--- src/rtl/photo_hit_detector_if.sv ---
// Hit event stream: one sensor index per valid/ready handshake.
//   hit_valid  producer -> consumer  hit_index holds an unconsumed hit
//   hit_ready  consumer -> producer  consumer accepts the hit this cycle
//   hit_index  producer -> consumer  sensor number of the hit
interface photo_hit_detector_if;
  logic       hit_valid;
  logic       hit_ready;
  logic [3:0] hit_index;

  modport master (output hit_valid, output hit_index, input hit_ready);
  modport slave  (input hit_valid, input hit_index, output hit_ready);
endinterface

--- src/rtl/photo_hit_detector.sv ---
// Photodiode hit conditioner: per-channel two-flop synchroniser, debounce and
// falling-edge detect; pending hits are arbitrated round-robin onto a single
// valid/ready stream carrying the sensor index. Hits that arrive on an already
// pending channel are counted in a saturating drop counter.
//
// Optional feature: define HIT_LOCKOUT_EN to build a per-channel re-arm timer
// that ignores new edges for LOCKOUT_CYCLES after each grant.
//
// Ports:
//   clock         system clock
//   reset_n       asynchronous active-low reset
//   photo_array   raw photodiode levels (high = idle, falling edge = hit)
//   hit_if        master side of the hit stream (hit_valid/hit_ready/hit_index)
//   sensor_level  debounced channel levels
//   drop_count    saturating count of hits lost on already-pending channels
module photo_hit_detector #(
  parameter int unsigned N_SENSORS       = 10,
  parameter int unsigned DEBOUNCE_CYCLES = 50000,
  parameter int unsigned LOCKOUT_CYCLES  = 500000
) (
  input  logic                      clock,
  input  logic                      reset_n,
  input  logic [N_SENSORS-1:0]      photo_array,
  photo_hit_detector_if.master      hit_if,
  output logic [N_SENSORS-1:0]      sensor_level,
  output logic [7:0]                drop_count
);

  localparam int unsigned DB_W = $clog2(DEBOUNCE_CYCLES);
  localparam logic [DB_W-1:0] DB_LAST = DB_W'(DEBOUNCE_CYCLES - 1);

  logic [N_SENSORS-1:0] sync_q1;
  logic [N_SENSORS-1:0] sync_q2;
  logic [N_SENSORS-1:0] level_d;
  logic [N_SENSORS-1:0] pending;
  logic [DB_W-1:0]      db_cnt [N_SENSORS];
  logic [3:0]           rr_ptr;

  logic [N_SENSORS-1:0] edge_strobe;
  logic [N_SENSORS-1:0] lk_active;
  logic [N_SENSORS-1:0] arrival;
  logic [N_SENSORS-1:0] grant_vec;
  logic [N_SENSORS-1:0] drop_vec;
  logic                 slot_free;
  logic                 grant_any;
  logic [3:0]           grant_idx;
  logic [3:0]           ptr_next;
  logic [4:0]           drop_n;
  logic [8:0]           drop_sum;

  // Two-flop synchroniser, idle-high reset so no hit is seen out of reset
  always_ff @(posedge clock or negedge reset_n) begin
    if (!reset_n) begin
      sync_q1 <= '1;
      sync_q2 <= '1;
    end else begin
      sync_q1 <= photo_array;
      sync_q2 <= sync_q1;
    end
  end

  // Debounce: level flips only after DEBOUNCE_CYCLES consecutive differing samples
  always_ff @(posedge clock or negedge reset_n) begin
    if (!reset_n) begin
      sensor_level <= '1;
      level_d      <= '1;
      for (int i = 0; i < N_SENSORS; i++) db_cnt[i] <= '0;
    end else begin
      level_d <= sensor_level;
      for (int i = 0; i < N_SENSORS; i++) begin
        if (sync_q2[i] != sensor_level[i]) begin
          if (db_cnt[i] == DB_LAST) begin
            sensor_level[i] <= sync_q2[i];
            db_cnt[i]       <= '0;
          end else begin
            db_cnt[i] <= db_cnt[i] + DB_W'(1);
          end
        end else begin
          db_cnt[i] <= '0;
        end
      end
    end
  end

  // One-cycle strobe on a debounced 1->0 transition
  assign edge_strobe = level_d & ~sensor_level;

`ifdef HIT_LOCKOUT_EN
  localparam int unsigned LK_W = (LOCKOUT_CYCLES > 0) ? $clog2(LOCKOUT_CYCLES + 1) : 1;
  logic [LK_W-1:0] lk_cnt [N_SENSORS];

  // Re-arm timer: loaded on grant, counts down to zero
  always_ff @(posedge clock or negedge reset_n) begin
    if (!reset_n) begin
      for (int i = 0; i < N_SENSORS; i++) lk_cnt[i] <= '0;
    end else begin
      for (int i = 0; i < N_SENSORS; i++) begin
        if (grant_vec[i]) lk_cnt[i] <= LK_W'(LOCKOUT_CYCLES);
        else if (lk_cnt[i] != '0) lk_cnt[i] <= lk_cnt[i] - LK_W'(1);
      end
    end
  end

  always_comb begin
    lk_active = '0;
    for (int i = 0; i < N_SENSORS; i++) lk_active[i] = (lk_cnt[i] != '0);
  end
`else
  logic lockout_unused;
  assign lockout_unused = ^32'(LOCKOUT_CYCLES);
  assign lk_active      = '0;
`endif

  assign arrival   = edge_strobe & ~lk_active;
  assign slot_free = !hit_if.hit_valid || hit_if.hit_ready;

  // Round-robin pick: first pending channel at or after rr_ptr, wrapping
  always_comb begin
    int unsigned ch;
    ch        = 0;
    grant_any = 1'b0;
    grant_idx = '0;
    grant_vec = '0;
    if (slot_free) begin
      for (int i = 0; i < N_SENSORS; i++) begin
        ch = 32'(rr_ptr) + 32'(i);
        if (ch >= N_SENSORS) ch = ch - N_SENSORS;
        if (!grant_any && ((pending & (N_SENSORS'(1) << ch)) != '0)) begin
          grant_any = 1'b1;
          grant_idx = 4'(ch);
        end
      end
    end
    for (int i = 0; i < N_SENSORS; i++) grant_vec[i] = grant_any && (grant_idx == 4'(i));
  end

  assign ptr_next = (grant_idx == 4'(N_SENSORS - 1)) ? 4'd0 : grant_idx + 4'd1;

  // Drops: a new arrival on a channel that stays pending this cycle
  always_comb begin
    drop_vec = arrival & pending & ~grant_vec;
    drop_n   = '0;
    for (int i = 0; i < N_SENSORS; i++) drop_n = drop_n + 5'(drop_vec[i]);
    drop_sum = 9'(drop_count) + 9'(drop_n);
  end

  // Pending bits, output slot and drop counter
  always_ff @(posedge clock or negedge reset_n) begin
    if (!reset_n) begin
      pending          <= '0;
      rr_ptr           <= '0;
      hit_if.hit_valid <= 1'b0;
      hit_if.hit_index <= '0;
      drop_count       <= '0;
    end else begin
      // A strobe coincident with a grant re-sets the bit as a fresh hit
      pending    <= (pending & ~grant_vec) | arrival;
      drop_count <= (drop_sum > 9'd255) ? 8'd255 : drop_sum[7:0];
      if (slot_free) begin
        if (grant_any) begin
          hit_if.hit_valid <= 1'b1;
          hit_if.hit_index <= grant_idx;
          rr_ptr           <= ptr_next;
        end else begin
          hit_if.hit_valid <= 1'b0;
        end
      end
    end
  end

endmodule
--- src/flat_wrapper.sv ---
// flat-port wrapper written by rule: the top's interface ports become plain ports
module photo_hit_detector_flat 
#(
  parameter int unsigned N_SENSORS       = 10,
  parameter int unsigned DEBOUNCE_CYCLES = 50000,
  parameter int unsigned LOCKOUT_CYCLES  = 500000
)
  (clock, reset_n, photo_array, sensor_level, drop_count, hit_if_hit_valid, hit_if_hit_index, hit_if_hit_ready);
  photo_hit_detector_if hit_if_i ();
  input  logic clock;
  input  logic reset_n;
  input  logic [N_SENSORS-1:0] photo_array;
  output logic [N_SENSORS-1:0] sensor_level;
  output logic [7:0] drop_count;
  output wire logic [$bits(hit_if_i.hit_valid)-1:0] hit_if_hit_valid;
  output wire logic [$bits(hit_if_i.hit_index)-1:0] hit_if_hit_index;
  input wire logic [$bits(hit_if_i.hit_ready)-1:0] hit_if_hit_ready;
  assign hit_if_hit_valid = hit_if_i.hit_valid;
  assign hit_if_hit_index = hit_if_i.hit_index;
  assign hit_if_i.hit_ready = hit_if_hit_ready;
  photo_hit_detector #(.N_SENSORS(N_SENSORS), .DEBOUNCE_CYCLES(DEBOUNCE_CYCLES), .LOCKOUT_CYCLES(LOCKOUT_CYCLES)) u_core (.clock(clock), .reset_n(reset_n), .photo_array(photo_array), .hit_if(hit_if_i), .sensor_level(sensor_level), .drop_count(drop_count));
endmodule
--- config.mk ---
export PLATFORM = sky130hd
export DESIGN_NAME = photo_hit_detector_flat
export DESIGN_NICKNAME = d
export VERILOG_FILES = /design/src/rtl/photo_hit_detector_if.sv /design/src/rtl/photo_hit_detector.sv /design/src/flat_wrapper.sv
export SDC_FILE = /design/constraint.sdc
export NUM_CORES = 1
export LEC_CHECK = 0
export BUFFER_PORTS_ARGS = -buffer_cell sky130_fd_sc_hd__buf_2
export CORE_UTILIZATION = 45
export CTS_BUF_LIST = sky130_fd_sc_hd__clkbuf_8
export DETAILED_ROUTE_END_ITERATION = 8
export MAX_ROUTING_LAYER = met4
export PLACE_DENSITY = 0.67
export RECOVER_POWER = 100
export SLEW_MARGIN = 20
export SYNTH_ARGS = -nofsm -noshare
export SYNTH_HDL_FRONTEND = slang
export SYNTH_SLANG_ARGS = --single-unit
export TNS_END_PERCENT = 30
--- constraint.sdc ---
create_clock -name clock -period 27.8 [get_ports clock]
set_clock_uncertainty 0.05 [all_clocks]
set_input_delay 0 -clock clock [delete_from_list [all_inputs] [get_ports clock]]
set_output_delay 0 -clock clock [all_outputs]
set_load 0.1 [all_outputs]
# Word-level counts from Yosys, hierarchy flattened

Index checks and enable logic that the tools add are counted.

Register bits: 227
Input bits: 13
Logic and storage cells: 261

Mux-type cells: 74
Shift operators: 10
Equality and inequality tests: 29
Reductions and logical operators: 52
Order comparisons: 11
Bitwise operators: 17
$add $sub $neg: 40

Operators by type and width:

| operator                | number |
|---|---|
| $mux W32                | 20 |
| $mux W16                | 20 |
| $shl A1 B32 Y10 const A | 10 |
| $ge A32 B4 Y1 const B   | 9 |
| $sub A32 B4 Y32 const B | 9 |
| $add A16 B1 Y16 const B | 10 |
| $eq A16 B16 Y1 const B  | 10 |
| $and A10 B10 Y10        | 14 |
| $reduce_bool A10 Y1     | 10 |
| $mux W4                 | 12 |
| $add A5 B1 Y5           | 8 |
| $reduce_and A2 Y1       | 11 |
| $mux W1                 | 21 |
| $add A4 B3 Y5 const B   | 4 |
| $not A10 Y10            | 2 |
| $logic_and A1 B1 Y1     | 19 |
| $eq A4 B3 Y1 const B    | 4 |
| $add A4 B2 Y5 const B   | 2 |
| $add A4 B4 Y5 const B   | 2 |
| $logic_not A1 Y1        | 10 |
| $ne A1 B1 Y1            | 10 |
| $or A10 B10 Y10         | 1 |
| $add A8 B5 Y9           | 1 |
| $gt A9 B8 Y1 const B    | 1 |
| other kinds (11)        | 13 |

# Depth between registers and ports, before layout

Gate-level depths: netlist of the first run.

Depth in word-level cells: 60
Gate-level depth with buffers: 40
Mapped depth without buffers: 33

# Least setup slack after synthesis of the first run

No wires, ideal clock.

Kind: register to register
Start: register u_core.rr_ptr[1]
End: register u_core.drop_count[5]
Buffers on the path: 5
Library setup time: 0.129 ns
Period minus slack after synthesis: 8.944 ns
Arrival: 8.765 ns
Cell stages (with the launch flop): 34
Slack: 18.856 ns
Cells stage by stage: dfrtp_1 buf_2 clkinv_1 buf_1 ha_1 clkbuf_1 buf_1 a21o_1 ha_1 clkbuf_1 o21a_1 a22oi_1 o31a_1 a2111o_1 a2111oi_0 a32o_1 o21bai_2 a211oi_1 a21oi_1 ha_1 inv_1 fa_1 fa_1 fa_1 fa_1 fa_1 inv_1 ha_1 a21o_1 a21oi_1 nor2b_1 o21ai_0 xor2_1 nand2_1

Word-level cells in the longest chain between the ends: 60
Elaborated cells on any way between the ends: 162

Ends and longest elaborated chain:

| item                                                     | line                      | text |
|---|---|---|
| from (decl)                                              | photo_hit_detector.sv:37  | `logic [3:0] rr_ptr;` |
| from (signal assigned)                                   | photo_hit_detector.sv:163 | `rr_ptr <= ptr_next;` |
| branches (longest 46 deep; another with $sub A32 B4 Y32) | n/a                       |  |
| $not A10 Y10 *                                           | photo_hit_detector.sv:141 | `drop_vec = arrival & pending & ~grant_vec;` |
| $and A10 B10 Y10 *                                       | photo_hit_detector.sv:141 |  |
| $add A1 B1 Y2                                            | photo_hit_detector.sv:143 | `for (int i = 0; i < N_SENSORS; i++) drop_n = drop_n + 5'(drop_vec[i]);` |
| $add A5 B1 Y5 (7 in a row)                               | photo_hit_detector.sv:143 |  |
| $add A5 B1 Y5 *                                          | photo_hit_detector.sv:143 |  |
| $add A8 B5 Y9 *                                          | photo_hit_detector.sv:144 | `drop_sum = 9'(drop_count) + 9'(drop_n);` |
| $gt A9 B8 Y1                                             | photo_hit_detector.sv:158 | `drop_count <= (drop_sum > 9'd255) ? 8'd255 : drop_sum[7:0];` |
| $mux W8 *                                                | photo_hit_detector.sv:158 |  |
| to (signal assigned)                                     | photo_hit_detector.sv:158 |  |
| to (decl)                                                | photo_hit_detector.sv:26  | `output logic [7:0] drop_count` |

Mark *: on every way between the ends. The select of a mux whose other input is x is not followed.
A chain may end at the register's enable or synchronous reset.

# Worst setup path in the final report of the first run

Ends and elaborated chain as after synthesis.

==> results of run 1 <==
-- registers in the layout (all words and copies together), names as in the netlist --
name                     flops
u_core.sync_q1              10
u_core.sensor_level         10
u_core.hit_if.hit_index      4
u_core.rr_ptr                4
u_core.level_d              10
u_core.hit_if.hit_valid      1
u_core.drop_count            8
u_core.db_cnt              160
u_core.sync_q2              10
u_core.pending              10
-- metrics by stage --
stage / area (um^2) / instances / setup slack, ps / total power, mW
after floorplan: 14200 / 1551 / 18860 / 1.43
after global placement: 14800 / 1944 / 18200 / 1.71
after detailed placement: 14800 / 1944 / 18100 / 1.71
after CTS: 15600 / 2024 / 18080 / 1.99
after global routing: 15500 / 2024 / 15580 / 2.14
final: 15500 / 2024 / 16420 / 2.00
-- report_power, final --
group,internal [mW],switching (mW)
logic,0.488,0.879
clock network,0.146,0.126
registers,0.349,0.0110
-- routing by layer --
metal	up-vias	global-route usage	part of all wire
li1	5593	-	-
met1	5601	0.285	0.47
met2	307	0.328	0.45
met3	54	0.0237	0.052
met4	0	0.0690	0.024
met5	-	-	0
-- kinds of logic after synthesis --
group / after synthesis
buffers and inverters: 95
and+or+nand+nor: 703
muxes: 41
xor gates and xnor gates: 170
adders and majority gates: 59
AOI/OAI and AO/OA: 256
DFF: 227
-- critical path, delay by kind of cell, from the launching register on --
kind | cells | cell delay (ps)
XOR/XNOR | 1 | 160
AND/OR/NAND/NOR | 7 | 1340
adder cells (fa/ha/maj) | 9 | 4420
flip-flops | 1 | 330
buffers and inverters | 5 | 2270
AO/OA/AOI/OAI | 10 | 2660
-- cells in the final DEF, fill, tap and decap left out, types with 13 or more instances in the layout --
cell,count
a211oi_1,13
a21o_1,13
a21oi_1,32
a31oi_1,18
and3_1,40
clkbuf_1,28
clkbuf_8,45
dfrtp_1,187
dfstp_2,29
dlygate4sd3_1,14
ha_1,51
inv_1,61
mux2_2,20
mux2i_1,21
nand2_1,129
nand2b_1,24
nand3_1,79
nand4_1,28
nor2_1,238
nor2b_1,26
nor3_1,43
nor4b_1,13
o21ai_0,37
or2_2,21
xnor2_1,80
xor2_1,88
-- area by class of cell --
cell class                      count  share of cell area
Clock inverter                     21             0.00596
Inverter                           48              0.0116
Tap cell                          396              0.0319
Multi-Input combinational cell   1229               0.520
Sequential cell                   227               0.369
Timing Repair Buffer               58              0.0217
Clock buffer                       45              0.0398
-- how the worst max path moves through the flow --
stage,to,slack [ps],depth (start not counted)
2_1_floorplan,u_core.drop_count[5],18860,33
5_1_grt,u_core.drop_count[5],15580,31
3_3_place_gp,u_core.drop_count[5],18200,32
3_5_place_dp,u_core.drop_count[5],18100,32
6_report,u_core.drop_count[5],16420,32
4_1_cts,u_core.drop_count[5],18080,32
==> flow_summary.ini, run 1 <==
[cells_and_area]
diodes = 0
seq_area_um2 = 5730
multi_input_area_um2 = 8090
final_nets = 1672
layout-drive-gt1-share = 0.101
area_growth_pct = 9.16
fillers = 2854
finish.utilization = 0.504

[clocking]
cts_max_level = 2
cts.path.max_buffers = 3
clk_latency_ps = 520
path_clk_slew_ps = 60
cts_setup_buffers = 0
ctsResizeCount = 0
clock_sinks = 227
root_buffer = clkbuf_8
hold_buffers = 14
numCtsBuffers = 36
cts_tree = yes

[placement]
port_buffers = 35
gp_congestion = 0.994
dpl.hpwl_um = 23500

[synthesis]
synth-simple-area-share = 0.242
syn_area_um2 = 14200
synth_sequential_area_ratio = 0.402
synth_most_common_cell = nor2_1
synthMuxAreaShare = 0.0306
synth_compound_area_frac = 0.134
ys_ff_latch = 227
synth-xor-area-share = 0.106
ys.flop_type = dfrtp_1
synth.top_cells.by_area = dfrtp_1, dfstp_2, nor2_1, xor2_1, xnor2_1
synth_top_family_by_area = simple AND/OR/NAND/NOR gates
yosysTopAreaCellShare = 0.329
yosys.area.top_type = dfrtp_1
async_flop_share = 1.00
ys_warn_count = 0
syn_nets = 1623
ys_types = 101
synth_top_cells_by_count = nor2_1, dfrtp_1, nand2_1
syn_area_per_cell_um2 = 9.18
synth_edf_count = 0
synthAdderAreaFrac = 0.0561
postSynthCellCount = 1551

[power]
max-vdd-ir-drop_mv = 0.106
p_leak_nw = 6.70
p_per_area_nw_per_um2 = 129

[worst_setup_path]
cp_max_fo = 42
start_kind = flip-flop
reg2reg_slack_ps = 16420
critPathMaxStageDelay_ps = 1300
crit_required_ps = 28140
crit_top_cell = fa_1
worstPathArrival_ps = 11730
r2r-end = u_core.drop_count[5]
startpoint = u_core.rr_ptr[1]
r2r_start = u_core.rr_ptr[1]
reg2reg_depth = 32
critPathCaptureType = flip-flop
criticalPathCategory = flip-flop to flip-flop
crit_path_top_delay_cell = clkbuf_1

[floorplan]
pin_count = 36
die-area_um2 = 32400
rows = 64
coreArea_um2 = 30800
die_x_um = 180
die_y_um = 180
start_util = 0.462

[sta]
rsz0062_at_grt = no
hold_violations = 0
fmax_mhz = 87.8
drv_slew = 273
fin_setup_tns_ps = 0
slew_headroom = -1.61
tightest_slew_ps = 3920
min_period_ps = 11380
holdWs_ps = 73.9
setup_violations = 0
fin_crit_sh = 0.409

[run_status]
status = complete, but fails checks
violations = capacitance limit, slew limit

[grt]
grt_pass1_vias = 11100
track_usage = 0.210
grt_pass1_wl_um = 54900
grt_remaining_overflow = 0
grt_max_degree = 78
antenna_found_initial = 0

[hold_path]
holdPathStages = 2
min_path_type = input pin to flip-flop
worstHoldStart = photo_array[5]
min_to = u_core.sync_q1[5]

[route]
drtPass1Iterations = 6
wl_per_cell_um = 16.2
drc = 0
viasPerCell = 5.71
postRouteAntennaNets = 0
drtIter0Drc = 923
totalWireLength_um = 32800
vias = 11600

[flow_run]
maxCapViolCount = 4
Note: power is estimated with default switching activity, not from simulation.
==> inputs of run 2 (changes only) <==
- PLACE_DENSITY: 0.67 -> 0.69
- clock period: 27.8 -> 9.34 ns (I/O delays scaled with it)
==> flow_summary.ini, run 2 (synthesis results as in run 1) <==
[run_status]
status = complete, but fails checks
violations = DRC, capacitance limit, slew limit

[placement]
placed_cell_area_um2 = 15000
dpl.hpwl_um = 24500
port_buffers = 35
gp_congestion = 1.06

[power]
p_per_area_nw_per_um2 = 401
max-vdd-ir-drop_mv = 0.296
power.total_mw = 6.38
p_leak_nw = 6.86

[worst_setup_path]
crit_top_cell = fa_1
r2r_start = u_core.rr_ptr[2]
cp.buffers_inverters = 6
reg2reg_depth = 32
crit_path_top_delay_cell = fa_1
criticalPathCategory = flip-flop to flip-flop
start_kind = flip-flop
crit_required_ps = 9690
critPathMaxStageDelay_ps = 550
worstPathArrival_ps = 9260
reg2reg_slack_ps = 430
critPathCaptureType = flip-flop
cp_max_fo = 26
critPathTopFamily = adder cells
r2r-end = u_core.drop_count[5]

[route]
vias = 11700
drc = 1
viasPerCell = 5.71
drtPass1Iterations = 7
wl_per_cell_um = 16.6
drtIter0Drc = 804
postRouteAntennaNets = 0
totalWireLength_um = 34000

[grt]
grt_pass1_vias = 11400
grt_pass1_wl_um = 57100
grt_remaining_overflow = 0
track_usage = 0.219
antenna_found_initial = 0
grt_max_degree = 81

[sta]
min_period_ps = 8910
fmax_mhz = 112
hold_violations = 0
fin_crit_sh = 0.954
holdWs_ps = 66.4
drv_slew = 212
setup_violations = 0
tightest_slew_ps = 3670
slew_headroom = -1.45

[cells_and_area]
layout_commonest_cell = nor2_1
top_register = u_core.db_cnt
diodes = 0
area_growth_pct = 11.7
stdcell_area_um2 = 15900
final_nets = 1699
largest_reg_flops = 160
layout_common_cells = nor2_1, dfrtp_1, nand2_1
layout-drive-gt1-share = 0.129

[clocking]
clock_sinks = 227
cts.path.max_buffers = 3
numCtsBuffers = 37
path_clk_slew_ps = 70
cts_max_level = 2
root_buffer = clkbuf_8
cts_setup_buffers = 0
cts_tree = yes
clk_latency_ps = 530

[hold_path]
holdPathStages = 2
worstHoldStart = photo_array[2]
min_to = u_core.sync_q1[2]
min_path_type = input pin to flip-flop

[floorplan]
coreArea_um2 = 30800
rows = 64
die_y_um = 180
start_util = 0.462
pin_count = 36
die_x_um = 180
die-area_um2 = 32400

[flow_run]
maxCapViolCount = 3
==> run 2: layer usage <==
layer	up-vias	GRT usage	wire, um
li1	5643	-	-
met4	0	0.0734	879
met1	5645	0.289	15400
met3	79	0.0308	2010
met5	-	-	0
met2	350	0.346	15700
==> run 2: area by class of cell <==
type,instances,area (um^2)
well taps,396,495
flip-flops and latches,227,5730
multi-input cells,1229,8170
clock buffers,48,661
inverters,48,180
clock inverters,19,140
fillers,2745,14900
repair buffers,84,532
==> run 2: power breakdown <==
| group | leakage, nW | internal (mW) | switching [mW] |
|---|---|---|---|
| Clock | 0.443 | 0.518 | 0.393 |
| Sequential | 2.97 | 1.04 | 0.0341 |
| Combinational | 3.45 | 1.64 | 2.75 |
==> run 2: worst max-delay path by stage <==
stage / slack [ps] / from / cells past startpoint / end
6_report: 430 / u_core.rr_ptr[2] / 32 / u_core.drop_count[5]
5_1_grt: -9 / u_core.rr_ptr[2] / 29 / u_core.drop_count[5]
4_1_cts: 350 / u_core.rr_ptr[2] / 31 / u_core.drop_count[5]
3_5_place_dp: 460 / u_core.rr_ptr[2] / 31 / u_core.drop_count[5]
3_3_place_gp: 550 / u_core.rr_ptr[2] / 31 / u_core.drop_count[5]
2_1_floorplan: 400 / u_core.rr_ptr[1] / 33 / u_core.drop_count[5]
==> run 2: stage by stage <==
| stage | setup TNS (ps) | cells | setup WS [ps] | utilization |
|---|---|---|---|---|
| after floorplan | 0 | 1551 | 396 | - |
| after global placement | 0 | 1970 | 554 | 0.485 |
| after detailed placement | 0 | 1970 | 463 | 0.485 |
| after CTS | 0 | 2051 | 350 | 0.516 |
| after global routing | -9.43 | 2051 | -9.43 | 0.516 |
| final | 0 | 2051 | 428 | 0.516 |
==> run 2: repair_timing <==
action,in CTS,in global routing
hold buffers,14,0
endpoints found under the hold margin,88,0
setup endpoints to repair,0,8
gates resized for setup,0,12
